[src/rtl/rr_arbiter_4_if.sv]
// Request/grant bundle for the 4-way round-robin arbiter.
// master = requester side, slave = arbiter side.
interface rr_arbiter_4_if;
   logic [3:0] req;
   logic [3:0] gnt;
   logic [1:0] gnt_idx;
   logic       busy;
   logic       preempt;

   modport master (output req, input gnt, gnt_idx, busy, preempt);
   modport slave  (input req, output gnt, gnt_idx, busy, preempt);
endinterface

[src/rtl/rr_arbiter_4.sv]
// Four-requester round-robin arbiter with registered one-hot grant,
// bounded hold time (MAX_HOLD) and a one-cycle preemption pulse.
module rr_arbiter_4 #(
   parameter int unsigned MAX_HOLD = 4,
   parameter int unsigned CNT_W    = 3
) (
   input  logic           clock,
   input  logic           reset,
   rr_arbiter_4_if.slave  arb
);

   if (MAX_HOLD < 1) begin : g_bad_hold
      $error("rr_arbiter_4: MAX_HOLD must be >= 1");
   end
   if ((2 ** CNT_W) <= MAX_HOLD) begin : g_bad_cnt_w
      $error("rr_arbiter_4: CNT_W too narrow for MAX_HOLD");
   end

   typedef enum logic {
      IDLE,
      GRANT
   } state_t;

   localparam logic [CNT_W-1:0] HOLD_LAST = CNT_W'(MAX_HOLD - 1);

   state_t           state_q, state_d;
   logic [3:0]       gnt_q, gnt_d;
   logic [1:0]       idx_q, idx_d;
   logic [1:0]       last_q, last_d;
   logic [CNT_W-1:0] cnt_q, cnt_d;
   logic             pre_q, pre_d;
   logic [3:0]       others;
   logic [1:0]       pick_idx;

   // First set bit scanning last+1, last+2, ... ; k=4 wraps back onto last itself.
   function automatic logic [1:0] rr_pick(input logic [3:0] r, input logic [1:0] l);
      logic [1:0] pick;
      logic [1:0] cand;
      logic       found;
      pick  = l;
      found = 1'b0;
      for (int unsigned k = 1; k <= 4; k++) begin
         cand = l + 2'(k);
         if (!found && r[cand]) begin
            pick  = cand;
            found = 1'b1;
         end
      end
      return pick;
   endfunction

   // Current owner is masked out, so a preempted owner cannot win its own switch.
   always_comb begin
      others   = arb.req & ~gnt_q;
      pick_idx = rr_pick(others, last_q);
   end

   always_comb begin
      state_d = state_q;
      gnt_d   = gnt_q;
      idx_d   = idx_q;
      last_d  = last_q;
      cnt_d   = cnt_q;
      pre_d   = 1'b0;
      case (state_q)
         IDLE: begin
            if (|arb.req) begin
               state_d = GRANT;
               idx_d   = pick_idx;
               gnt_d   = 4'b0001 << pick_idx;
               last_d  = pick_idx;
               cnt_d   = '0;
            end
         end
         GRANT: begin
            if (!arb.req[idx_q]) begin
               if (|others) begin
                  idx_d  = pick_idx;
                  gnt_d  = 4'b0001 << pick_idx;
                  last_d = pick_idx;
                  cnt_d  = '0;
               end else begin
                  state_d = IDLE;
                  gnt_d   = '0;
                  idx_d   = '0;
                  cnt_d   = '0;
               end
            end else if (cnt_q != HOLD_LAST) begin
               cnt_d = cnt_q + 1'b1;
            end else if (|others) begin
               idx_d  = pick_idx;
               gnt_d  = 4'b0001 << pick_idx;
               last_d = pick_idx;
               cnt_d  = '0;
               pre_d  = 1'b1;
            end else begin
               cnt_d = '0;
            end
         end
         default: begin
            state_d = IDLE;
            gnt_d   = '0;
            idx_d   = '0;
            cnt_d   = '0;
         end
      endcase
   end

   always_ff @(posedge clock) begin
      if (reset) begin
         state_q <= IDLE;
         gnt_q   <= '0;
         idx_q   <= '0;
         last_q  <= 2'd3;
         cnt_q   <= '0;
         pre_q   <= 1'b0;
      end else begin
         state_q <= state_d;
         gnt_q   <= gnt_d;
         idx_q   <= idx_d;
         last_q  <= last_d;
         cnt_q   <= cnt_d;
         pre_q   <= pre_d;
      end
   end

   assign arb.gnt     = gnt_q;
   assign arb.gnt_idx = idx_q;
   assign arb.busy    = |gnt_q;
   assign arb.preempt = pre_q;

endmodule
[src/flat_wrapper.sv]
// flat-port wrapper written by rule: the top's interface ports become plain ports
module rr_arbiter_4_flat 
#(
   parameter int unsigned MAX_HOLD = 4,
   parameter int unsigned CNT_W    = 3
)
  (clock, reset, arb_req, arb_gnt, arb_gnt_idx, arb_busy, arb_preempt);
  rr_arbiter_4_if arb_i ();
  input  logic clock;
  input  logic reset;
  input wire logic [$bits(arb_i.req)-1:0] arb_req;
  output wire logic [$bits(arb_i.gnt)-1:0] arb_gnt;
  output wire logic [$bits(arb_i.gnt_idx)-1:0] arb_gnt_idx;
  output wire logic [$bits(arb_i.busy)-1:0] arb_busy;
  output wire logic [$bits(arb_i.preempt)-1:0] arb_preempt;
  assign arb_i.req = arb_req;
  assign arb_gnt = arb_i.gnt;
  assign arb_gnt_idx = arb_i.gnt_idx;
  assign arb_busy = arb_i.busy;
  assign arb_preempt = arb_i.preempt;
  rr_arbiter_4 #(.MAX_HOLD(MAX_HOLD), .CNT_W(CNT_W)) u_core (.clock(clock), .reset(reset), .arb(arb_i));
endmodule
[config.mk]
export PLATFORM = sky130hd
export DESIGN_NAME = rr_arbiter_4_flat
export DESIGN_NICKNAME = d
export VERILOG_FILES = /design/src/rtl/rr_arbiter_4_if.sv /design/src/rtl/rr_arbiter_4.sv /design/src/flat_wrapper.sv
export SDC_FILE = /design/constraint.sdc
export NUM_CORES = 1
export LEC_CHECK = 0
export CAP_MARGIN = 20
export CELL_PAD_IN_SITES_DETAIL_PLACEMENT = 1
export CELL_PAD_IN_SITES_GLOBAL_PLACEMENT = 2
export CORE_ASPECT_RATIO = 0.8
export CORE_UTILIZATION = 26
export CTS_CLUSTER_SIZE = 20
export DETAILED_ROUTE_END_ITERATION = 7
export PLACE_DENSITY = 0.77
export SLEW_MARGIN = 5
export SYNTH_ARGS = -nofsm -noshare
export SYNTH_HDL_FRONTEND = slang
export SYNTH_SLANG_ARGS = --single-unit
[constraint.sdc]
create_clock -name clock -period 1.76 [get_ports clock]
set_input_delay 0.352 -clock clock [delete_from_list [all_inputs] [get_ports clock]]
set_output_delay 0.352 -clock clock [all_outputs]
set_load 0.005 [all_outputs]
==> metrics <==
worst-path cell chain mux4_2, and2_4, a221oi_4, nor2_1, a211o_1; f_max 559 MHz; Crit path max-delay family compound AO/OA/AOI/OAI gates; Hold Path End u_core.cnt_q[0]; cell count after synthesis 73; status complete, but fails checks; Via density 4.99; Final Max Tran Viols 0; WL per Instance 14.5 µm; diode count 0; Initial Utilization 0.276; critical path peak fanout 4; FF-to-FF path depth 5; worst hold slack 491 ps; Clock Tree Buf Depth 2; P_int 0.687 mW; P per Cell Area 1050 nW/µm²; most common cell after layout, fill and taps aside buf_4; wirelength, routed 2.06 mm; drc violations 0; TritonCTS Sinks 13; R2R setup slack -30 ps; Seq pwr share 0.386; Ys Warns 0; root buffer cell clkbuf_4; syn_nets 80; pin count of the biggest net entering global routing 11; worst hold-check path type reg -> reg; initial antenna violation count 0; Slew HR 0.681; Worst EP required 1930 ps; slowest CP cell mux4_2; fin crit share 1.02; sequential area share after synthesis 0.386; CTS tree done; combinational cell fraction of total power 0.428; Util after Layout 0.412; Pre-Repair DR Iteration Count 4; Total GRT Usage 0.167; hold path start u_core.cnt_q[0]; row count 16; post-route ant nets 0; Crit path depth 5; leakage 0.427 nW; Crit path largest cell delay 510 ps; TritonCTS Buffers 3; NetSw 0.369 mW; max-cap check violation count 0; Fillers 306; synthesized area 674 µm²; commonest cells after routing, fill and taps aside buf_4 (16), nor2_1 (12), dfxtp_1 (11), clkdlybuf4s50_1 (8); die width 58.9 µm; CP Buf/Inv Count 0; Syn Area/Cell 9.24 µm²; Tmin final 1790 ps; endpoints failing setup 5; Post-Place Cells 136; die height 47.6 µm; first-pass GRT wire length 3.31 mm; Ports 14; pin slew with the least headroom to its limit 476 ps; nets 114; clock skew 7.39 ps; CP endpoint kind register; hold depth 2; layout cell share with drive strength beyond 1 0.255; clock power share 0.186; Area growth, synth to finish 49.4%; CP Class reg -> reg; count of cell types in the netlist 31; Hold-fix buffers, CTS 0; Overflow after GRT 0; switching part of the total 0.349; Vias 709; Die Footprint 2800 µm²; Worst-path clk slew 90 ps; Peak VDD IR 423 µV; RR Startpoint u_core.arb.gnt_idx[0]; worst skew pair latency 280 ps; DR iter-0 viols 21; arrival time worst endpoint 1960 ps; reg-to-reg endpoint u_core.last_q[0]; Routability Congestion 0.802; Core Region 2440 µm²; CP Launch Type register; Final Hold Fails 0; FF+latch count, synth 13; violated checks negative setup slack; RSZ-0062 raised after global routing yes; Final Worst Setup Slack -28.2 ps; vias in the first global route 694; Detail Placement HPWL 1.58 mm; total power 1.06 mW; IO buf count 13; H-tree levels 1; Final Non-Filler Cells 142
-- area by class of cell --
type	count	area [µm²]	share of cell area
clock buffer	4	26.3	0.0261
inverter	1	3.75	0.00373
multi-input combinational	58	414	0.411
tap	36	45.0	0.0447
timing repair buffer	30	255	0.253
sequential	13	263	0.261
-- worst max path at each step --
stage | start | to
after floorplan | u_core.arb.gnt_idx[0] | u_core.last_q[0]
after global placement | arb_req[3] | u_core.arb.gnt[1]
after detailed placement | arb_req[3] | u_core.arb.gnt[0]
after CTS | u_core.arb.gnt_idx[0] | u_core.arb.gnt[0]
after global routing | u_core.arb.gnt_idx[0] | u_core.arb.gnt_idx[0]
final | u_core.arb.gnt_idx[0] | u_core.last_q[0]
-- power groups by stage --
stage,clock [mW],sequential (mW),combinational [mW]
after floorplan,0,0.393,0.228
after global placement,0,0.408,0.428
after detailed placement,0,0.411,0.436
after CTS,0.206,0.404,0.434
after global routing,0.221,0.412,0.492
final,0.196,0.408,0.452
-- cell families after synthesis --
group,share of synthesized area
buf+inv,0.0111
compound gates,0.278
mux,0.0334
simple gates,0.273
fa+ha+maj,0.0185
flops,0.386
-- cell usage after synthesis --
master,count,area (µm²)
and4_1,1,8.76
o21ai_0,2,10.0
dfxtp_1,13,260
a211o_1,2,17.5
and3b_1,1,8.76
and2_1,1,6.26
a21oi_1,4,20.0
mux4_2,1,22.5
a221oi_4,1,26.3
nor4bb_1,1,10.0
a21o_1,1,7.51
or3b_2,1,8.76
inv_1,1,3.75
a41oi_1,1,8.76
nor4_1,1,6.26
and2_4,1,8.76
nor2_1,12,45.0
nand2b_1,5,31.3
clkbuf_1,1,3.75
o211a_1,1,10.0
ha_1,1,12.5
nand2_1,3,11.3
a221oi_1,1,8.76
o22ai_1,1,6.26
or4_1,1,7.51
a32oi_1,4,35.0
nor2b_1,3,18.8
o211ai_1,1,7.51
nor3_1,1,5.00
nand3b_1,1,7.51
a22oi_1,4,30.0
-- worst min-delay path, delay by kind of cell (launching register included) --
kind            cells  cell delay, ps
simple gates        1              60
flops               1             330
compound gates      1              60
-- state kept, by name (all words and copies together), names as in the netlist --
signal              count
u_core.arb.gnt_idx      2
u_core.arb.gnt          4
u_core.arb.preempt      1
u_core.cnt_q            3
u_core.state_q          1
u_core.last_q           2
-- layer usage --
layer	wire length, µm	track usage	up-vias
li1	-	-	348
met1	1090	0.239	341
met2	880	0.232	18
met3	65	0.0405	2
met4	19	0.0857	0
met5	0	0	-
-- per-stage QoR --
| stage | worst slack, ps | setup TNS [ps] | cell area (µm²) |
|---|---|---|---|
| 2_1_floorplan | -40.4 | -76.6 | 676 |
| 3_3_place_gp | -450 | -4100 | 960 |
| 3_5_place_dp | -509 | -4810 | 960 |
| 4_1_cts | -52.0 | -218 | 988 |
| 5_1_grt | -98.5 | -707 | 1010 |
| 6_report | -28.2 | -51.1 | 1010 |
-- what timing repair did --
action                                  4_1_cts  5_1_grt
hold endpoints to repair                      0        0
endpoints found under the setup margin        9        9
pin swaps                                     4        4
gates resized for setup                       6        2
setup buffers                                 1        1
cloned                                        0        0
Note: power is estimated with default switching activity, not from simulation.
